<file path="src/rtl/pipeline_hazard_controller.sv">
// Stall/flush sequencer for the five-stage pipeline.
// Covers load-use, taken branches in MEM and multi-cycle mult/div in EX.
module pipeline_hazard_controller #(
  parameter int MULDIV_LATENCY = 4
) (
  input  logic        clk,
  input  logic        reset,
  input  logic        ID_EX_MemRead,
  input  logic [4:0]  ID_EX_RegisterRt,
  input  logic [4:0]  IF_ID_RegisterRs,
  input  logic [4:0]  IF_ID_RegisterRt,
  input  logic        EX_MulDiv,
  input  logic        MEM_BranchTaken,
  output logic        PC_Write,
  output logic        IF_ID_Write,
  output logic        ID_EX_Write,
  output logic        IF_ID_Flush,
  output logic        ID_EX_Flush,
  output logic        EX_MEM_Flush,
  output logic        MulDiv_Busy,
  output logic        MulDiv_Done,
  output logic [15:0] Stall_Count
);

  typedef enum logic [0:0] {
    RUN,
    MD_BUSY
  } state_t;

  // Busy cycles remaining after the entry cycle and before the Done cycle.
  localparam logic [3:0] CNT_INIT =
    (MULDIV_LATENCY >= 2) ? 4'(MULDIV_LATENCY - 2) : 4'd0;

  state_t     state;
  state_t     state_n;
  logic [3:0] cnt;
  logic [3:0] cnt_n;
  logic       lu;

  assign lu = ID_EX_MemRead
           && (ID_EX_RegisterRt != 5'd0)
           && ((ID_EX_RegisterRt == IF_ID_RegisterRs)
            || (ID_EX_RegisterRt == IF_ID_RegisterRt));

  // Next state and control outputs; reset forces the defaults.
  always_comb begin
    PC_Write     = 1'b1;
    IF_ID_Write  = 1'b1;
    ID_EX_Write  = 1'b1;
    IF_ID_Flush  = 1'b0;
    ID_EX_Flush  = 1'b0;
    EX_MEM_Flush = 1'b0;
    MulDiv_Busy  = 1'b0;
    MulDiv_Done  = 1'b0;
    state_n      = state;
    cnt_n        = cnt;
    if (!reset) begin
      case (state)
        RUN: begin
          if (MEM_BranchTaken) begin
            IF_ID_Flush  = 1'b1;
            ID_EX_Flush  = 1'b1;
            EX_MEM_Flush = 1'b1;
          end else if (EX_MulDiv) begin
            if (MULDIV_LATENCY == 1) begin
              MulDiv_Done = 1'b1;
            end else begin
              PC_Write     = 1'b0;
              IF_ID_Write  = 1'b0;
              ID_EX_Write  = 1'b0;
              EX_MEM_Flush = 1'b1;
              state_n      = MD_BUSY;
              cnt_n        = CNT_INIT;
            end
          end else if (lu) begin
            PC_Write    = 1'b0;
            IF_ID_Write = 1'b0;
            ID_EX_Flush = 1'b1;
          end
        end
        MD_BUSY: begin
          MulDiv_Busy = 1'b1;
          if (cnt != 4'd0) begin
            PC_Write     = 1'b0;
            IF_ID_Write  = 1'b0;
            ID_EX_Write  = 1'b0;
            EX_MEM_Flush = 1'b1;
            cnt_n        = cnt - 4'd1;
          end else begin
            MulDiv_Done = 1'b1;
            state_n     = RUN;
          end
        end
      endcase
    end
  end

  // State and occupancy counter.
  always_ff @(posedge clk) begin
    if (reset) begin
      state <= RUN;
      cnt   <= 4'd0;
    end else begin
      state <= state_n;
      cnt   <= cnt_n;
    end
  end

  // Saturating count of cycles in which the PC was held.
  always_ff @(posedge clk) begin
    if (reset) begin
      Stall_Count <= 16'd0;
    end else if (!PC_Write && (Stall_Count != 16'hFFFF)) begin
      Stall_Count <= Stall_Count + 16'd1;
    end
  end

endmodule

</file>
<file path="config.mk">
export PLATFORM = sky130hd
export DESIGN_NAME = pipeline_hazard_controller
export DESIGN_NICKNAME = d
export VERILOG_FILES = /design/src/rtl/pipeline_hazard_controller.sv
export SDC_FILE = /design/constraint.sdc
export NUM_CORES = 1
export LEC_CHECK = 0
export ABC_AREA = 0
export CAP_MARGIN = 20
export CORE_ASPECT_RATIO = 0.7
export CORE_MARGIN = 8
export CORE_UTILIZATION = 45
export CTS_CLUSTER_DIAMETER = 50
export DETAILED_ROUTE_END_ITERATION = 12
export MAX_ROUTING_LAYER = met4
export PLACE_DENSITY = 0.86
export SLEW_MARGIN = 20
export SYNTH_ARGS = -nofsm -noshare
export SYNTH_HDL_FRONTEND = slang
export SYNTH_SLANG_ARGS = --single-unit
</file>
<file path="constraint.sdc">
create_clock -name clk -period 2.6 [get_ports clk]
set_input_delay 0.39 -clock clk [delete_from_list [all_inputs] [get_ports clk]]
set_output_delay 0.39 -clock clk [all_outputs]
set_load 0.05 [all_outputs]
</file>
==> flow_summary.ini <==
[placement]
dp_hpwl_um = 2760
io_buffers = 43
postPlaceCellArea_um2 = 1800
gp_congestion = 0.794

[pwr]
power_leakage_uw = 0.000648
seqPwrFrac_pct = 44.8
pwr_density_cell_nw_per_um2 = 412
p_sw_share_pct = 29.0
p_switching_uw = 221
combPwrFrac_pct = 27.1
ir_drop_mv = 0.309
internal_power_uw = 540
pwr-share-clk_pct = 28.0

[critical_path]
crit_fanout = 3
required_ps = 2210
cp-endpoint = PC_Write
r2r-start = cnt[0]$_SDFFE_PP0P_
worstSetupPathType = in2out
worstSetupEndpointType = output port
r2r_end = Stall_Count[9]$_SDFFE_PP0P_
cp_cell_sequence = clkdlybuf4s50_1 > or4_1 > o21ai_1 > o21ai_0 > nand2_1 > buf_12
reg2reg_slack_ps = 210
r2r_cells = 8
arrival_ps = 2150
cp_slowest_stage_delay_ps = 560
crit_start = ID_EX_RegisterRt[1]
slowest_stage = or4_1
start_kind = input port

[yosys]
synth_area_leaders = dfxtp_1 (33%), xnor2_1 (8.9%), a21oi_1 (3.9%)
synth_edf_count = 0
synth-seq-cells = 21
syn-cell-area_um2 = 1280
synth_ff_type = dfxtp_1
synth.lib_cells_used.distinct = 39
synth_top_area_share_pct = 32.9
synth_common_cells = dfxtp_1 (21), xnor2_1 (13), nor2_1 (12)
synthesis.nets = 179
yosysSeqAreaShare_pct = 32.9
yosysTopAreaCell = dfxtp_1
synth_warnings = 0
synth_most_common_cell = dfxtp_1
synthCells = 156
async_flop_share_pct = 0
synth.avg_cell_area_um2 = 8.19

[drt]
wl_met3_um = 200
dr.pass1.iters = 4
drt_iter0_drc = 76
wl_met2_um = 1880
dr.max_layer_used = met4
num_vias = 1291
drt-total-wl_um = 3410
wl_met1_um = 1300
antenna_left = 0
drcViolationCount = 0
viasPerCell = 5.52
routedWlPerCell_um = 14.6

[clock_network]
root_buffer = clkbuf_8
clockBufferDepth = 2
clkTransAtPathRegs_ps = 70
clk_latency_ps = 260
htreeDepth = 1
numClockSinks = 21
cts_buffers = 3
cts_tree = yes

[finish]
drive_gt1_share_pct = 10.1
final_nets = 222
fin_area_um2 = 1850
layout-area-overhead-vs-synth_pct = 44.5
antenna_cells = 0

[floorplanning]
die_h_um = 60.6
die_x_um = 79.7
core_um2 = 2740
ios = 44
rows = 16
die_area_um2 = 4830
initial_core_util_pct = 46.6

[timing]
post-route-period-util_pct = 97.7
slew_violations = 0
grt_setup_unrepaired = false
fin_hold_ws_ps = 502
setup_viol = 0
fin_crit_ps = 2540
worst_pin_slew_ps = 513
clock_skew_ps = 7.21
clock.fmax_mhz = 394
slew_headroom_pct = 65.7
hold_viol = 0

[global_routing]
grt_usage_pct = 14.7
grt_pass1_vias = 1213
grt_overflow = 0
antenna_found_initial = 0
grt_max_degree = 30
grt_pass1_wl_um = 5440

[outcome]
status = completed

[min_path]
hp-class = reg2reg

[flow_run]
maxCapViolCount = 0
==> logic make-up after synthesis <==
family | share of synthesized area (%)
adder cells (fa/ha/maj) | 2.94
AO/OA/AOI/OAI | 14.1
XOR/XNOR | 8.91
AND/OR/NAND/NOR | 32.2
flip-flops | 32.9
multiplexers | 4.02
buffers and inverters | 4.90
==> flip-flops by register name, indices dropped and copies added (netlist names) <==
name and count:
Stall_Count 16, cnt 4, state 1
==> metrics by stage <==
stage	utilization [%]	TNS, ps	setup slack [ps]	total power (uW)	instances
6_report	67.3	0	58.8	761	234
5_1_grt	67.3	0	24.1	795	234
4_1_cts	67.1	0	19.4	768	234
3_5_place_dp	65.5	-27.3	-27.3	554	230
3_3_place_gp	65.5	0	40.9	547	230
2_1_floorplan	-	0	116	468	156
==> worst min path at each step <==
stage | from | endpoint | cells after the start
final | Stall_Count[4]$_SDFFE_PP0P_ | Stall_Count[4]$_SDFFE_PP0P_ | 1
after global routing | Stall_Count[4]$_SDFFE_PP0P_ | Stall_Count[4]$_SDFFE_PP0P_ | 1
after CTS | Stall_Count[1]$_SDFFE_PP0P_ | Stall_Count[1]$_SDFFE_PP0P_ | 2
after detailed placement | Stall_Count[1]$_SDFFE_PP0P_ | Stall_Count[1]$_SDFFE_PP0P_ | 2
after global placement | Stall_Count[9]$_SDFFE_PP0P_ | Stall_Count[9]$_SDFFE_PP0P_ | 2
after floorplan | cnt[1]$_SDFFE_PP0P_ | cnt[1]$_SDFFE_PP0P_ | 2
==> final cells by class <==
type	count	area (um2)
fillers	224	897
well taps	36	45.0
flip-flops and latches	21	420
inverters	6	22.5
repair buffers	45	513
multi-input cells	122	800
clock buffers	4	45.0
==> routing by layer <==
layer	GRT usage, %	vias to the layer above
met5	-	-
li1	-	644
met1	14.6	610
met4	5.51	0
met3	5.03	6
met2	26.4	31
==> cell usage in the layout, fill, tap and decap left out, drive strengths merged <==
cell type / n
nor2b: 4
a41o: 1
mux2i: 4
o22a: 1
clkdlybuf4s50: 35
nand3: 6
o221ai: 1
dfxtp: 21
a21oi: 10
and3: 2
nand2b: 4
nor4bb: 1
o21ai: 7
and3b: 1
clkbuf: 4
and4: 2
nor3b: 2
ha: 3
o31ai: 2
nor2: 12
nand4: 4
a31o: 3
nand2: 11
nor3: 9
or2: 1
a221oi: 1
xnor2: 13
mux2: 1
inv: 6
and2: 3
buf: 10
a311oi: 2
nor4: 1
or4: 3
nand3b: 1
or3: 6
==> power by group through the flow <==
stage	Sequential (uW)	Combinational [uW]	Clock (uW)
floorplan	351	118	0
global placement	347	200	0
detailed placement	348	207	0
CTS	341	207	221
global route	342	223	230
finish	341	206	213
==> worst max-delay path, delay by kind of cell <==
kind / cells / cell delay (ps)
compound gates: 2 / 360
buf+inv: 2 / 640
simple gates: 2 / 760
==> what timing repair did <==
action	4_1_cts	5_1_grt
buffers inserted	0	0
resized for setup	0	1
setup endpoints to repair	0	1
hold buffers	0	0
hold endpoints to repair	0	0
Note: power is estimated with default switching activity, not from simulation.
